<file path="config.mk">
export PLATFORM = sky130hd
export DESIGN_NAME = uart_tx_arbiter
export DESIGN_NICKNAME = d
export VERILOG_FILES = /design/src/rtl/uart_tx_arbiter.sv
export SDC_FILE = /design/constraint.sdc
export NUM_CORES = 1
export LEC_CHECK = 0
export CAP_MARGIN = 15
export CORE_AREA = 2 2 646 648
export CTS_BUF_LIST = sky130_fd_sc_hd__clkbuf_4
export DETAILED_ROUTE_END_ITERATION = 8
export DIE_AREA = 0 0 648 650
export HOLD_SLACK_MARGIN = 0.03
export PLACE_DENSITY = 0.36
export SYNTH_ARGS = -nofsm -noshare
export SYNTH_HDL_FRONTEND = slang
export SYNTH_SLANG_ARGS = --single-unit
</file>
<file path="constraint.sdc">
create_clock -name clk -period 3.8 [get_ports clk]
set_input_delay 0.57 -clock clk [delete_from_list [all_inputs] [get_ports clk]]
set_output_delay 0.57 -clock clk [all_outputs]
set_load 0.05 [all_outputs]
</file>
<file path="src/rtl/uart_tx_arbiter.sv">
// Round-robin arbiter that grants one of N_REQ frame sources and serializes its frame MSB-first
// over a byte UART send/busy handshake. Define UART_ARB_FRAMING_EN to add a header and checksum byte.
module uart_tx_arbiter #(
   parameter int N_REQ       = 4,
   parameter int FRAME_BYTES = 51
) (
   input  logic                           clk,
   input  logic                           rst_n,
   input  logic [N_REQ-1:0]               req,
   input  logic [N_REQ*FRAME_BYTES*8-1:0] data_in,
   output logic [N_REQ-1:0]               ack,
   input  logic                           uart_busy,
   output logic [7:0]                     uart_data,
   output logic                           uart_send,
   output logic [$clog2(N_REQ)-1:0]       active_id,
   output logic                           frame_done,
   output logic [2:0]                     fsm_state
);

   // Source handshake: req[i] stays high with its data_in slice stable until ack[i] pulses;
   // the frame is captured in that same cycle. UART handshake: uart_send strobes one byte,
   // the UART raises uart_busy the following cycle and drops it when ready for more.
   localparam int DATA_W = FRAME_BYTES * 8;
   localparam int ID_W   = $clog2(N_REQ);
`ifdef UART_ARB_FRAMING_EN
   localparam int TOTAL  = FRAME_BYTES + 2;
`else
   localparam int TOTAL  = FRAME_BYTES;
`endif
   localparam int CNT_W  = $clog2(TOTAL + 1);
   localparam logic [CNT_W-1:0] TOTAL_C = CNT_W'(TOTAL);

   typedef enum logic [2:0] {IDLE, GRANT, LOAD, STROBE, GAP, WAIT_TX, DONE} state_t;

   state_t            state, state_nx;
   logic [ID_W-1:0]   rr_ptr, winner, idx;
   logic              found;
   logic [DATA_W-1:0] shift;
   logic [CNT_W-1:0]  cnt;
   logic [7:0]        data_q, tx_byte;
   logic [DATA_W-1:0] frames [N_REQ];
`ifdef UART_ARB_FRAMING_EN
   logic [7:0]        csum;
   logic              payload;
`endif

   for (genvar i = 0; i < N_REQ; i++) begin : g_slice
      assign frames[i] = data_in[i*DATA_W +: DATA_W];
   end

   // First set req bit after rr_ptr, wrapping, so the last-served source ranks lowest.
   always_comb begin
      winner = '0;
      found  = 1'b0;
      idx    = '0;
      for (int k = 1; k <= N_REQ; k++) begin
         idx = ID_W'((int'(rr_ptr) + k) % N_REQ);
         if (!found && req[idx]) begin
            found  = 1'b1;
            winner = idx;
         end
      end
   end

`ifdef UART_ARB_FRAMING_EN
   always_comb begin
      payload = 1'b0;
      tx_byte = shift[DATA_W-1 -: 8];
      if (cnt == TOTAL_C) begin
         tx_byte = 8'hA0 | 8'(active_id);
      end else if (cnt == CNT_W'(1)) begin
         tx_byte = csum;
      end else begin
         payload = 1'b1;
      end
   end
`else
   assign tx_byte = shift[DATA_W-1 -: 8];
`endif

   always_ff @(posedge clk) begin
      if (!rst_n) state <= IDLE;
      else        state <= state_nx;
   end

   always_comb begin
      state_nx   = state;
      ack        = '0;
      uart_send  = 1'b0;
      uart_data  = data_q;
      frame_done = 1'b0;
      case (state)
         IDLE:    if (found) state_nx = GRANT;
         GRANT: begin
            ack[active_id] = 1'b1;
            state_nx       = LOAD;
         end
         LOAD:    if (!uart_busy) state_nx = STROBE;
         STROBE: begin
            uart_send = 1'b1;
            uart_data = tx_byte;
            state_nx  = GAP;
         end
         GAP:     state_nx = WAIT_TX;
         WAIT_TX: if (!uart_busy) state_nx = (cnt != '0) ? STROBE : DONE;
         DONE: begin
            frame_done = 1'b1;
            state_nx   = IDLE;
         end
         default: state_nx = IDLE;
      endcase
   end

   assign fsm_state = state;

   always_ff @(posedge clk) begin
      if (!rst_n) begin
         rr_ptr    <= ID_W'(N_REQ - 1);
         active_id <= '0;
         shift     <= '0;
         cnt       <= '0;
         data_q    <= '0;
`ifdef UART_ARB_FRAMING_EN
         csum      <= '0;
`endif
      end else begin
         case (state)
            IDLE: if (found) active_id <= winner;
            GRANT: begin
               shift  <= frames[active_id];
               cnt    <= TOTAL_C;
               rr_ptr <= active_id;
`ifdef UART_ARB_FRAMING_EN
               csum   <= '0;
`endif
            end
            STROBE: begin
               data_q <= tx_byte;
               cnt    <= cnt - 1'b1;
`ifdef UART_ARB_FRAMING_EN
               if (payload) begin
                  shift <= shift << 8;
                  csum  <= csum ^ tx_byte;
               end
`else
               shift  <= shift << 8;
`endif
            end
            default: ;
         endcase
      end
   end

endmodule
</file>
==> impl_results.md <==
* Outcome: completed
* Crit. path cell count at 4
* Yosys top cell by area: mux4_2
* Sum of buffers and inverters on the critical path at 3
* Reg2Reg Launch Point: active_id[0]
* Port bufs at 1657
* Final HPWL DP at 308000 um
* Clock latency on the worst-skew pair at 1240 ps
* Cell chain of the critical path: buf_12 > nor4_1 > buf_4 > buf_4
* Row count at 237
* R2r endpoint: shift[118]
* Antenna-violating nets left at 0
* Total GRT Usage at 16.2%
* Top Ports at 1658
* Pwr Total at 0.0242 W
* Fmax at 0.289 GHz
* Synth Register Bits at 429
* Via Count at 36400
* Ranking of synthesized cells by area: mux4_2 33%, dfxtp_1 31%, a21oi_1 14%
* Max-Slew Margin vs Limit at 24.6%
* CTS tree: done
* Critical path arrival at 2890 ps
* Slowest cell on the critical path: nor4_1
* Die Height at 650 um
* Fin crit period at 3460 ps
* 1st-pass router iterations at 8
* Cells after Synth at 2875
* Util after Layout at 13.4%
* Setup_tns at 0 ps
* Hold crit path type: in2reg
* CTS Buf Count at 152
* Fin. max-slew vios at 0
* H-tree Lvls at 4
* Placed Area at 0.0506 mm^2
* Pwr Density at 434 mW/mm^2
* Post-Syn Nets at 4516
* Share of the synthesized area in the top cell type at 32.8%
* DR vias/cell at 3.47
* Final non-filler cell total at 10500
* Global-route wire length before repair at 435000 um
* Starting DRT DRC Count at 3100
* Predominant post-synthesis flop cell: dfxtp_1
* Critical path's largest stage delay at 430 ps
* Num Clock Sinks at 429
* Final hold violation count at 0
* Startpoint types: register
* Worst VDD drop at 0.279 mV
* Worst Path Max Fanout at 123
* CP Data Required Time at 3230 ps
* RSZ-0062 raised after global routing: false
* Inst Count DP at 9808
* Fin Clk Skew at 135 ps
* CTS root buf: clkbuf_4
* Crit-path leading delay family: buffers and inverters
* Reg2reg path depth at 7
* Post-route cell area at 0.0557 mm^2
* Crit path to: ack[0]
* Area of the die at 0.421 mm^2
* Netlist cell types at 37
* Worst slew pin tran at 1130 ps
* GRT Residual Overflow at 0
* Initial antenna violation count at 440
* Final wirelength at 356000 um
* Core area at 0.415 mm^2
* Layout cells sized above 1 at 15.8%
* Residual DRC at 0
* Number of synthesized flops with an enable pin at 0
* Leak at 18.9 nW
* Vias in the first global route at 36400
* NumNets Final at 6399
* P&R area growth vs syn at 98.5%
* Post-synth design cell area at 0.0280 mm^2
* Starting density of the core at 6.76%
* Crit Path Class: reg2out
* Syn Area/Cell at 9.76 um^2
* Endpoints failing setup at 0
* Final Cycle Share at 91.0%
* YS warnings at 0
* Max clock buf depth at 4
* Largest net degree at the start of global routing at 141
* Register area share after synthesis at 30.6%
* Async S/R FF share, synth at 0%
* Worst hold stages at 4
* Setup crit start: fsm_state[1]
* Internal reg-to-reg setup slack at 730 ps
* Element type at the critical path end: primary output
* Routed wire per std cell at 34.0 um
* Most frequent CP cell: buf_4
* Worst-path clk slew at 60 ps
* GP Congestion at 0.986
* Max Cap Viol at 0
* Die Wd at 648 um
## worst reg2reg max path, cell delays in order, from the launching register on
cell and delay, ps:
dfxtp_4 460, buf_4 540, buf_12 490, buf_4 310, mux4_2 510, dlygate4sd3_1 560, nand2_1 70, a21oi_1 60
## sequential cells by signal, indices dropped and copies added, names as in the netlist
| name | cells |
|---|---|
| shift | 408 |
| active_id | 2 |
| data_q | 8 |
| rr_ptr | 2 |
| fsm_state | 3 |
| cnt | 6 |
## worst min-delay path by stage
stage             startpoint          to  slack, ps
4_1_cts        data_in[1027]  shift[211]         30
3_5_place_dp      shift[306]  shift[306]        520
6_report         data_in[70]   shift[70]        250
5_1_grt         data_in[307]  shift[307]        120
3_3_place_gp      shift[382]  shift[390]        520
2_1_floorplan         cnt[0]      cnt[0]        490
## layout by cell type (no fill, tap or decap), types with 2 or more instances in the layout
master	count
clkdlybuf4s50_1	1642
a21oi_1	805
dfxtp_1	426
o21ai_0	412
nand2_1	408
mux4_2	408
dlygate4sd3_1	286
clkbuf_4	196
diode_2	117
buf_4	94
clkinv_1	34
buf_12	29
and2_1	11
clkinv_2	11
mux2_2	8
a22oi_1	8
nor2b_1	8
nor2_1	7
inv_1	5
nor4_1	5
nor3b_1	5
nand3_1	4
bufinv_16	4
dfxtp_4	3
inv_2	3
o21a_1	2
mux2i_1	2
a21o_1	2
o22ai_1	2
o221ai_1	2
a31oi_1	2
ha_1	2
clkinvlp_4	2
## stage by stage
| stage | hold WS [ps] | setup slack [ps] |
|---|---|---|
| 2_1_floorplan | 491 | 383 |
| 3_3_place_gp | 516 | 1110 |
| 3_5_place_dp | 524 | 1040 |
| 4_1_cts | 30.6 | 19.5 |
| 5_1_grt | 117 | 30.5 |
| 6_report | 248 | 341 |
## report_power, final
part	switching (W)	total (W)	internal, W
Sequential	0.000889	0.00631	0.00542
Combinational	0.00641	0.0124	0.00595
Clock	0.00282	0.00549	0.00267
Total	0.0101	0.0242	0.0140
## cells in the mapped netlist, drive strengths merged, types with 2 or more instances
| cell | instances |
|---|---|
| a21oi | 805 |
| dfxtp | 429 |
| o21ai | 412 |
| mux4 | 408 |
| nand2 | 408 |
| buf | 182 |
| clkbuf | 144 |
| and2 | 11 |
| nor2b | 9 |
| a22oi | 8 |
| mux2 | 8 |
| nor2 | 7 |
| inv | 6 |
| nor3b | 6 |
| nor4 | 5 |
| nand3 | 4 |
| a21o | 2 |
| a31oi | 2 |
| ha | 2 |
| mux2i | 2 |
| nand2b | 2 |
| o21a | 2 |
| o221ai | 2 |
| o22ai | 2 |
## kinds of logic (layout without fill, tap and decap cells)
family	count (synthesis)	after routing	share of synthesized area [%]
and+or+nand+nor	456	456	6.48
xor gates and xnor gates	1	1	0.0312
DFF	429	429	30.6
other	0	117	0
muxes	418	418	33.2
adders and majority gates	2	2	0.0892
AOI/OAI and AO/OA	1237	1237	22.2
buffers and inverters	332	2313	7.38
## layout make-up
type / instances / area [um^2]
Tap cell: 5497 / 6880
Sequential cell: 429 / 8600
Clock buffer: 196 / 1470
Inverter: 6 / 30.0
Multi-Input combinational cell: 2114 / 17400
Fill cell: 47100 / 359000
Antenna cell: 117 / 293
Timing Repair Buffer: 2055 / 20600
Clock inverter: 56 / 347
## timing repair
action,CTS,global route
gates resized for setup,2,0
buffers inserted,7,0
endpoints found under the hold margin,247,0
hold buffers,286,0
setup endpoints to repair,14,0
## routing by layer
metal / GRT usage, % / routed length, um
met1: 18.0 / 131000
met2: 27.5 / 171000
met3: 7.30 / 40300
met4: 5.10 / 12600
met5: 0 / 1210
(Power assumes the default switching activity.)
